===== src/rtl/pxs_sched_if.sv =====
`default_nettype none
// pxs_sched_if: four aligned candidate pixel streams, scheduling controls and the scheduled output.
// Word layout: R[3:0] G[7:4] B[11:8] HS[12] VS[13] Active[14] XC[20:15] YC[25:21].
interface pxs_sched_if;
  logic [25:0] RGBStr0_i;
  logic [25:0] RGBStr1_i;
  logic [25:0] RGBStr2_i;
  logic [25:0] RGBStr3_i;
  logic        auto_i;
  logic [1:0]  sel_i;
  logic        next_i;
  logic [3:0]  mask_i;
  logic [7:0]  dwell_i;
  logic [25:0] RGBStr_o;
  logic [1:0]  sel_o;
  logic        switch_o;

  modport master (
    output RGBStr0_i, RGBStr1_i, RGBStr2_i, RGBStr3_i,
    output auto_i, sel_i, next_i, mask_i, dwell_i,
    input  RGBStr_o, sel_o, switch_o
  );

  modport slave (
    input  RGBStr0_i, RGBStr1_i, RGBStr2_i, RGBStr3_i,
    input  auto_i, sel_i, next_i, mask_i, dwell_i,
    output RGBStr_o, sel_o, switch_o
  );
endinterface
`default_nettype wire


===== src/rtl/pxs_stream_scheduler.sv =====
`default_nettype none
// pxs_stream_scheduler: frame-aligned manual/auto-cycling selector over four pixel streams.
// Build macro PXS_SCHED_BLANK_EN inserts one RGB-blanked frame after every switch.
module pxs_stream_scheduler (
  input  logic       px_clk,
  input  logic       reset,
  pxs_sched_if.slave sched
);
  localparam int unsigned RGB_MSB = 11;
  localparam int unsigned XC_LSB  = 15;
  localparam int unsigned XC_MSB  = 20;
  localparam int unsigned YC_LSB  = 21;
  localparam int unsigned YC_MSB  = 25;

  typedef enum logic [1:0] {
    ST_RUN   = 2'd0,
    ST_PEND  = 2'd1
`ifdef PXS_SCHED_BLANK_EN
    ,ST_BLANK = 2'd2
`endif
  } state_e;

  state_e      state_q, state_d;
  logic [1:0]  sel_q, sel_d;
  logic [1:0]  pend_sel_q, pend_sel_d;
  logic [7:0]  cnt_q, cnt_d;
  logic        switch_q, switch_d;
  logic [25:0] out_q, out_d;
  logic        origin_q;
  logic        auto_q;

  logic        at_origin;
  logic        sof;
  logic [7:0]  dwell_eff;
  logic        dwell_hit;
  logic [1:0]  adv_sel;
  logic [1:0]  target_sel;

  assign at_origin = (sched.RGBStr0_i[XC_MSB:XC_LSB] == '0) &&
                     (sched.RGBStr0_i[YC_MSB:YC_LSB] == '0);
  assign sof       = at_origin && !origin_q;

  // The frame in progress is frame cnt_q+1, so the request is raised inside the
  // dwell-th frame and the switch lands exactly at its end.
  assign dwell_eff = (sched.dwell_i == 8'd0) ? 8'd1 : sched.dwell_i;
  assign dwell_hit = (cnt_q >= (dwell_eff - 8'd1));

  // Nearest enabled index above sel_q (mod 4); falls back to sel_q when none.
  always_comb begin : p_adv
    logic [1:0] idx;
    adv_sel = sel_q;
    idx     = sel_q;
    for (int k = 3; k >= 1; k--) begin
      idx = sel_q + 2'(k);
      if (sched.mask_i[idx]) adv_sel = idx;
    end
  end

  assign target_sel = sched.auto_i ? adv_sel : sched.sel_i;

  always_comb begin : p_next
    state_d    = state_q;
    sel_d      = sel_q;
    pend_sel_d = pend_sel_q;
    cnt_d      = cnt_q;
    switch_d   = 1'b0;

    case (state_q)
      ST_RUN: begin
        if (!sched.auto_i) begin
          cnt_d = 8'd0;
          if (sched.sel_i != sel_q) begin
            pend_sel_d = sched.sel_i;
            state_d    = ST_PEND;
          end
        end else begin
          if (sof) cnt_d = cnt_q + 8'd1;
          if (dwell_hit || sched.next_i) begin
            if (adv_sel != sel_q) begin
              pend_sel_d = adv_sel;
              state_d    = ST_PEND;
            end else begin
              cnt_d = 8'd0;
            end
          end
        end
      end

      ST_PEND: begin
        pend_sel_d = target_sel;
        if (target_sel == sel_q) begin
          state_d = ST_RUN;
        end else if (sof) begin
          sel_d    = pend_sel_q;
          switch_d = 1'b1;
          cnt_d    = 8'd0;
`ifdef PXS_SCHED_BLANK_EN
          state_d  = ST_BLANK;
`else
          state_d  = ST_RUN;
`endif
        end
      end

`ifdef PXS_SCHED_BLANK_EN
      ST_BLANK: begin
        if (sof) state_d = ST_RUN;
      end
`endif

      default: state_d = ST_RUN;
    endcase

    if (sched.auto_i != auto_q) cnt_d = 8'd0;
  end

  // Mux on the next selection so the SOF pixel itself comes from the new stream.
  always_comb begin : p_out
    case (sel_d)
      2'd0:    out_d = sched.RGBStr0_i;
      2'd1:    out_d = sched.RGBStr1_i;
      2'd2:    out_d = sched.RGBStr2_i;
      default: out_d = sched.RGBStr3_i;
    endcase
`ifdef PXS_SCHED_BLANK_EN
    if (state_d == ST_BLANK) out_d[RGB_MSB:0] = '0;
`endif
  end

  always_ff @(posedge px_clk) begin
    if (reset) begin
      state_q    <= ST_RUN;
      sel_q      <= 2'd0;
      pend_sel_q <= 2'd0;
      cnt_q      <= 8'd0;
      switch_q   <= 1'b0;
      out_q      <= 26'd0;
      origin_q   <= 1'b0;
      auto_q     <= 1'b0;
    end else begin
      state_q    <= state_d;
      sel_q      <= sel_d;
      pend_sel_q <= pend_sel_d;
      cnt_q      <= cnt_d;
      switch_q   <= switch_d;
      out_q      <= out_d;
      origin_q   <= at_origin;
      auto_q     <= sched.auto_i;
    end
  end

  assign sched.RGBStr_o = out_q;
  assign sched.sel_o    = sel_q;
  assign sched.switch_o = switch_q;
endmodule
`default_nettype wire


===== src/flat_wrapper.sv =====
// flat-port wrapper written by rule: the top's interface ports become plain ports
module pxs_stream_scheduler_flat 
  (px_clk, reset, sched_RGBStr0_i, sched_RGBStr1_i, sched_RGBStr2_i, sched_RGBStr3_i, sched_auto_i, sched_sel_i, sched_next_i, sched_mask_i, sched_dwell_i, sched_RGBStr_o, sched_sel_o, sched_switch_o);
  pxs_sched_if sched_i ();
  input  logic px_clk;
  input  logic reset;
  input wire logic [$bits(sched_i.RGBStr0_i)-1:0] sched_RGBStr0_i;
  input wire logic [$bits(sched_i.RGBStr1_i)-1:0] sched_RGBStr1_i;
  input wire logic [$bits(sched_i.RGBStr2_i)-1:0] sched_RGBStr2_i;
  input wire logic [$bits(sched_i.RGBStr3_i)-1:0] sched_RGBStr3_i;
  input wire logic [$bits(sched_i.auto_i)-1:0] sched_auto_i;
  input wire logic [$bits(sched_i.sel_i)-1:0] sched_sel_i;
  input wire logic [$bits(sched_i.next_i)-1:0] sched_next_i;
  input wire logic [$bits(sched_i.mask_i)-1:0] sched_mask_i;
  input wire logic [$bits(sched_i.dwell_i)-1:0] sched_dwell_i;
  output wire logic [$bits(sched_i.RGBStr_o)-1:0] sched_RGBStr_o;
  output wire logic [$bits(sched_i.sel_o)-1:0] sched_sel_o;
  output wire logic [$bits(sched_i.switch_o)-1:0] sched_switch_o;
  assign sched_i.RGBStr0_i = sched_RGBStr0_i;
  assign sched_i.RGBStr1_i = sched_RGBStr1_i;
  assign sched_i.RGBStr2_i = sched_RGBStr2_i;
  assign sched_i.RGBStr3_i = sched_RGBStr3_i;
  assign sched_i.auto_i = sched_auto_i;
  assign sched_i.sel_i = sched_sel_i;
  assign sched_i.next_i = sched_next_i;
  assign sched_i.mask_i = sched_mask_i;
  assign sched_i.dwell_i = sched_dwell_i;
  assign sched_RGBStr_o = sched_i.RGBStr_o;
  assign sched_sel_o = sched_i.sel_o;
  assign sched_switch_o = sched_i.switch_o;
  pxs_stream_scheduler u_core (.px_clk(px_clk), .reset(reset), .sched(sched_i));
endmodule

===== config.mk =====
export PLATFORM = sky130hd
export DESIGN_NAME = pxs_stream_scheduler_flat
export DESIGN_NICKNAME = d
export VERILOG_FILES = /design/src/rtl/pxs_sched_if.sv /design/src/rtl/pxs_stream_scheduler.sv /design/src/flat_wrapper.sv
export SDC_FILE = /design/constraint.sdc
export NUM_CORES = 1
export LEC_CHECK = 0
export CORE_AREA = 10 10 93 95
export DETAILED_ROUTE_END_ITERATION = 10
export DIE_AREA = 0 0 103 105
export HOLD_SLACK_MARGIN = 0.05
export PLACE_DENSITY_LB_ADDON = 0.08
export RECOVER_POWER = 25
export SLEW_MARGIN = 20
export SYNTH_ARGS = -nofsm -noshare
export SYNTH_HDL_FRONTEND = slang
export SYNTH_SLANG_ARGS = --single-unit

===== constraint.sdc =====
create_clock -name px_clk -period 2.9 [get_ports px_clk]
set_input_delay 0.29 -clock px_clk [delete_from_list [all_inputs] [get_ports px_clk]]
set_output_delay 0.29 -clock px_clk [all_outputs]
set_load 0.02 [all_outputs]

==> summary.md <==
| Metric | Value |
|---|---|
| Starting DRT DRC Count | `59` |
| DRC | `0` |
| EDFF count, synth | `0` |
| Synth top area share | `0.3315` |
| ANT nets after route | `0` |
| Clk_skew | `0.002915 ns` |
| Worst hold path type | `register to register` |
| Synthesized flop and latch total | `42` |
| Num rows | `30` |
| RePlAce Congestion | `0.8286` |
| Maximum vdd drop | `201.3 uV` |
| DRT Wirelength | `9252 um` |
| Total congestion overflow | `0` |
| Share of cells above drive strength 1 | `0.1335` |
| Final Hold Vio Count | `0` |
| Cell variety after synth | `47` |
| WHS | `0.5014 ns` |
| Max Root-Sink Buffers | `2` |
| Final setup vio count | `0` |
| LEAKAGE | `1.927 nW` |
| Area of the core | `6756 um^2` |
| Most instantiated library cell after synthesis | `dfxtp_1` |
| Top delay family on crit path | `compound AO/OA/AOI/OAI gates` |
| Area Overhead vs Synth | `76.22%` |
| Status | `finished clean` |
| DR WL/cell | `17.72 um` |
| Fraction of synthesized cell area in xor and xnor cells | `0.05525` |
| Max cap viols | `0` |
| Worst-path cell chain | `clkdlybuf4s50_1 > nor4_2 > a31oi_1 > ha_2 > buf_4 > xnor2_1 > ha_1 > a21o_1 > a211o_1 > nand2_1 > o221a_2 > mux2_2` |
| Power per Cell Area | `320.8 nW/um^2` |
| Die H | `105 um` |
| Slowest-stage cell, CP | `clkdlybuf4s50_1` |
| Global-route wire length before repair | `14,610 um` |
| CP startpoint kind | `input pin` |
| CTS Buf Count | `5` |
| Avg Cell Area, Syn | `9.428 um^2` |
| Cell area after layout | `4469 um^2` |
| Adder and majority cell fraction of the synthesized area | `0.04933` |
| Clk_lat worst skew | `0.29 ns` |
| CTS Hold Bufs | `0` |
| Worst path max stage delay | `0.44 ns` |
| Starting density of the core | `0.3754` |
| Ant diodes | `0` |
| Largest net degree at the start of global routing | `30` |
| Synthesized instance count | `269` |
| Die Width | `103 um` |
| Post-Synth Simple-Gate Area | `0.1312` |
| Crit path required time | `3.08 ns` |
| Final critical-path share of the clock period | `0.9657` |
| Antenna violations before repair | `0` |
| Vias in the first global route | `2,890` |
| CP endpoint kind | `register` |
| H-Tree Depth | `2` |
| F_max | `357.1 MHz` |
| Worst Tran Pin Value | `1.401 ns` |
| Total GRT Usage | `0.1679` |
| CP Class | `input pin to register` |
| Post-DP HPWL | `7565 um` |
| 1st-pass router iterations | `4` |
| Root Buffer | `clkbuf_8` |
| Power, Total | `1.434 mW` |
| Post-synthesis sequential area ratio | `0.3315` |
| Compound-Gate Fraction of Synth Area | `0.2403` |
| Rel. slew slack | `0.06614` |
| Post-Synthesis Cell Area | `2536 um^2` |
| Warnings from Yosys | `0` |
| Via density | `5.170` |
| Async SR Flop Fraction | `0` |
| Worst-path clk slew | `0.08 ns` |
| Ranking of synthesized cells by area | `dfxtp_1 (33%), mux2i_1 (13%), a211oi_1 (8.0%)` |
| Detailed-route via count | `2,699` |
| Syn_nets | `401` |
| CTS tree | `built` |
| Worst-path maximum fanout | `2` |
| Min Clock Period, post-route | `2.801 ns` |
| Pins over their slew limit | `0` |
| PortBufs | `150` |
| Mux contribution to synthesized area | `0.1367` |
| Placed cell areas | `4299 um^2` |
| I/O pin count | `151` |
| NumNets Final | `573` |
| Ys flop type | `dfxtp_1` |
| Overall die area | `10,820 um^2` |
| CP Data Arrival Time | `2.98 ns` |
| Largest family of logic cells by synthesized area | `compound AO/OA/AOI/OAI gates` |
| Commonest cells in the synthesized netlist | `dfxtp_1 (42), mux2i_1 (32), a211oi_1 (27), o22ai_1 (26), nor2_1 (22)` |
| Fill cells | `583` |
| Largest area contributor in the netlist | `dfxtp_1` |
| TritonCTS Sinks | `42` |
| Worst path buffer plus inverter count | `2` |
[cell type report]
cell class,count,area [um^2],area share
inverters,5,18.77,0.004199
repair buffers,181,1773,0.3967
clock inverters,3,40.04,0.008959
clock buffers,5,68.82,0.01540
well taps,80,100.1,0.02240
multi-input cells,206,1628,0.3642
flip-flops and latches,42,840.8,0.1881
[power by group]
| group | internal, mW | switching, mW | total [mW] |
|---|---|---|---|
| registers | 0.600 | 0.0115 | 0.612 |
| clock network | 0.253 | 0.199 | 0.452 |
| logic | 0.237 | 0.133 | 0.369 |
[cells in the final DEF (no fill, tap or decap), drive strengths merged, types with 4 or more instances in the layout]
| cell type | instances |
|---|---|
| a211oi | 28 |
| a21oi | 7 |
| buf | 30 |
| clkbuf | 6 |
| clkdlybuf4s50 | 132 |
| dfxtp | 42 |
| dlygate4sd3 | 16 |
| ha | 10 |
| inv | 5 |
| mux2i | 32 |
| nand2 | 10 |
| nand4 | 4 |
| nor2 | 23 |
| nor2b | 6 |
| nor4 | 7 |
| o22ai | 26 |
| xnor2 | 5 |
| xor2 | 11 |
[routing by layer]
| metal | global-route usage | wire length, um | vias to the layer above |
|---|---|---|---|
| li1 | - | - | 1372 |
| met1 | 0.1811 | 3586 | 1218 |
| met2 | 0.2804 | 4510 | 100 |
| met3 | 0.08762 | 1036 | 9 |
| met4 | 0.04175 | 117 | 0 |
| met5 | 0 | 0 | - |
[what timing repair did]
item / CTS / global route
endpoints found under the setup margin: 1 / 12
buffers inserted: 1 / 1
gates resized for setup: 3 / 7
pin swaps: 2 / 7
endpoints found under the hold margin: 0 / 0
[path summary, 6_finish.rpt]
check,to,start,depth (start not counted),slack (ns)
worst min-delay path,u_core.state_q[0]$_SDFFE_PP0P_,u_core.state_q[0]$_SDFFE_PP0P_,1,0.50
worst max-delay path,u_core.pend_sel_q[1]$_SDFFE_PP0P_,sched_dwell_i[4],12,0.1
worst min register to register,u_core.state_q[0]$_SDFFE_PP0P_,u_core.state_q[0]$_SDFFE_PP0P_,1,0.50
worst max register to register,u_core.sched.RGBStr_o[12]$_SDFF_PP0_,u_core.sched.sel_o[0]$_SDFF_PP0_,8,0.21
[worst reg2reg max path: cells and delay by family, from the launching register on]
kind | cells | cell delay, ns
AOI/OAI and AO/OA | 5 | 1.13
DFF | 1 | 0.59
buffers and inverters | 1 | 0.23
muxes | 1 | 0.43
and+or+nand+nor | 1 | 0.12
[cells by family after synthesis]
logic type / after synthesis
multiplexers: 34
XOR/XNOR: 16
AND/OR/NAND/NOR: 65
flip-flops: 42
buffers and inverters: 21
AO/OA/AOI/OAI: 81
adder cells (fa/ha/maj): 10
[state kept, by name (all words and copies together), names as in the netlist]
name	flops
u_core.sched.RGBStr_o	26
u_core.cnt_q	8
u_core.sched.sel_o	2
u_core.origin_q	1
u_core.auto_q	1
u_core.sched.switch_o	1
u_core.pend_sel_q	2
u_core.state_q	1
[metrics by stage]
stage	cells	setup TNS (ns)	worst slack, ns	util
after CTS	521	0	0.02212	0.6557
after floorplan	269	0	0.2317	-
after global placement	512	-2.833	-0.2445	0.6363
after detailed placement	512	-4.350	-0.3788	0.6363
final	522	0	0.09944	0.6615
after global routing	522	-0.2424	-0.04167	0.6615
Power figures use the tool's default switching activity.
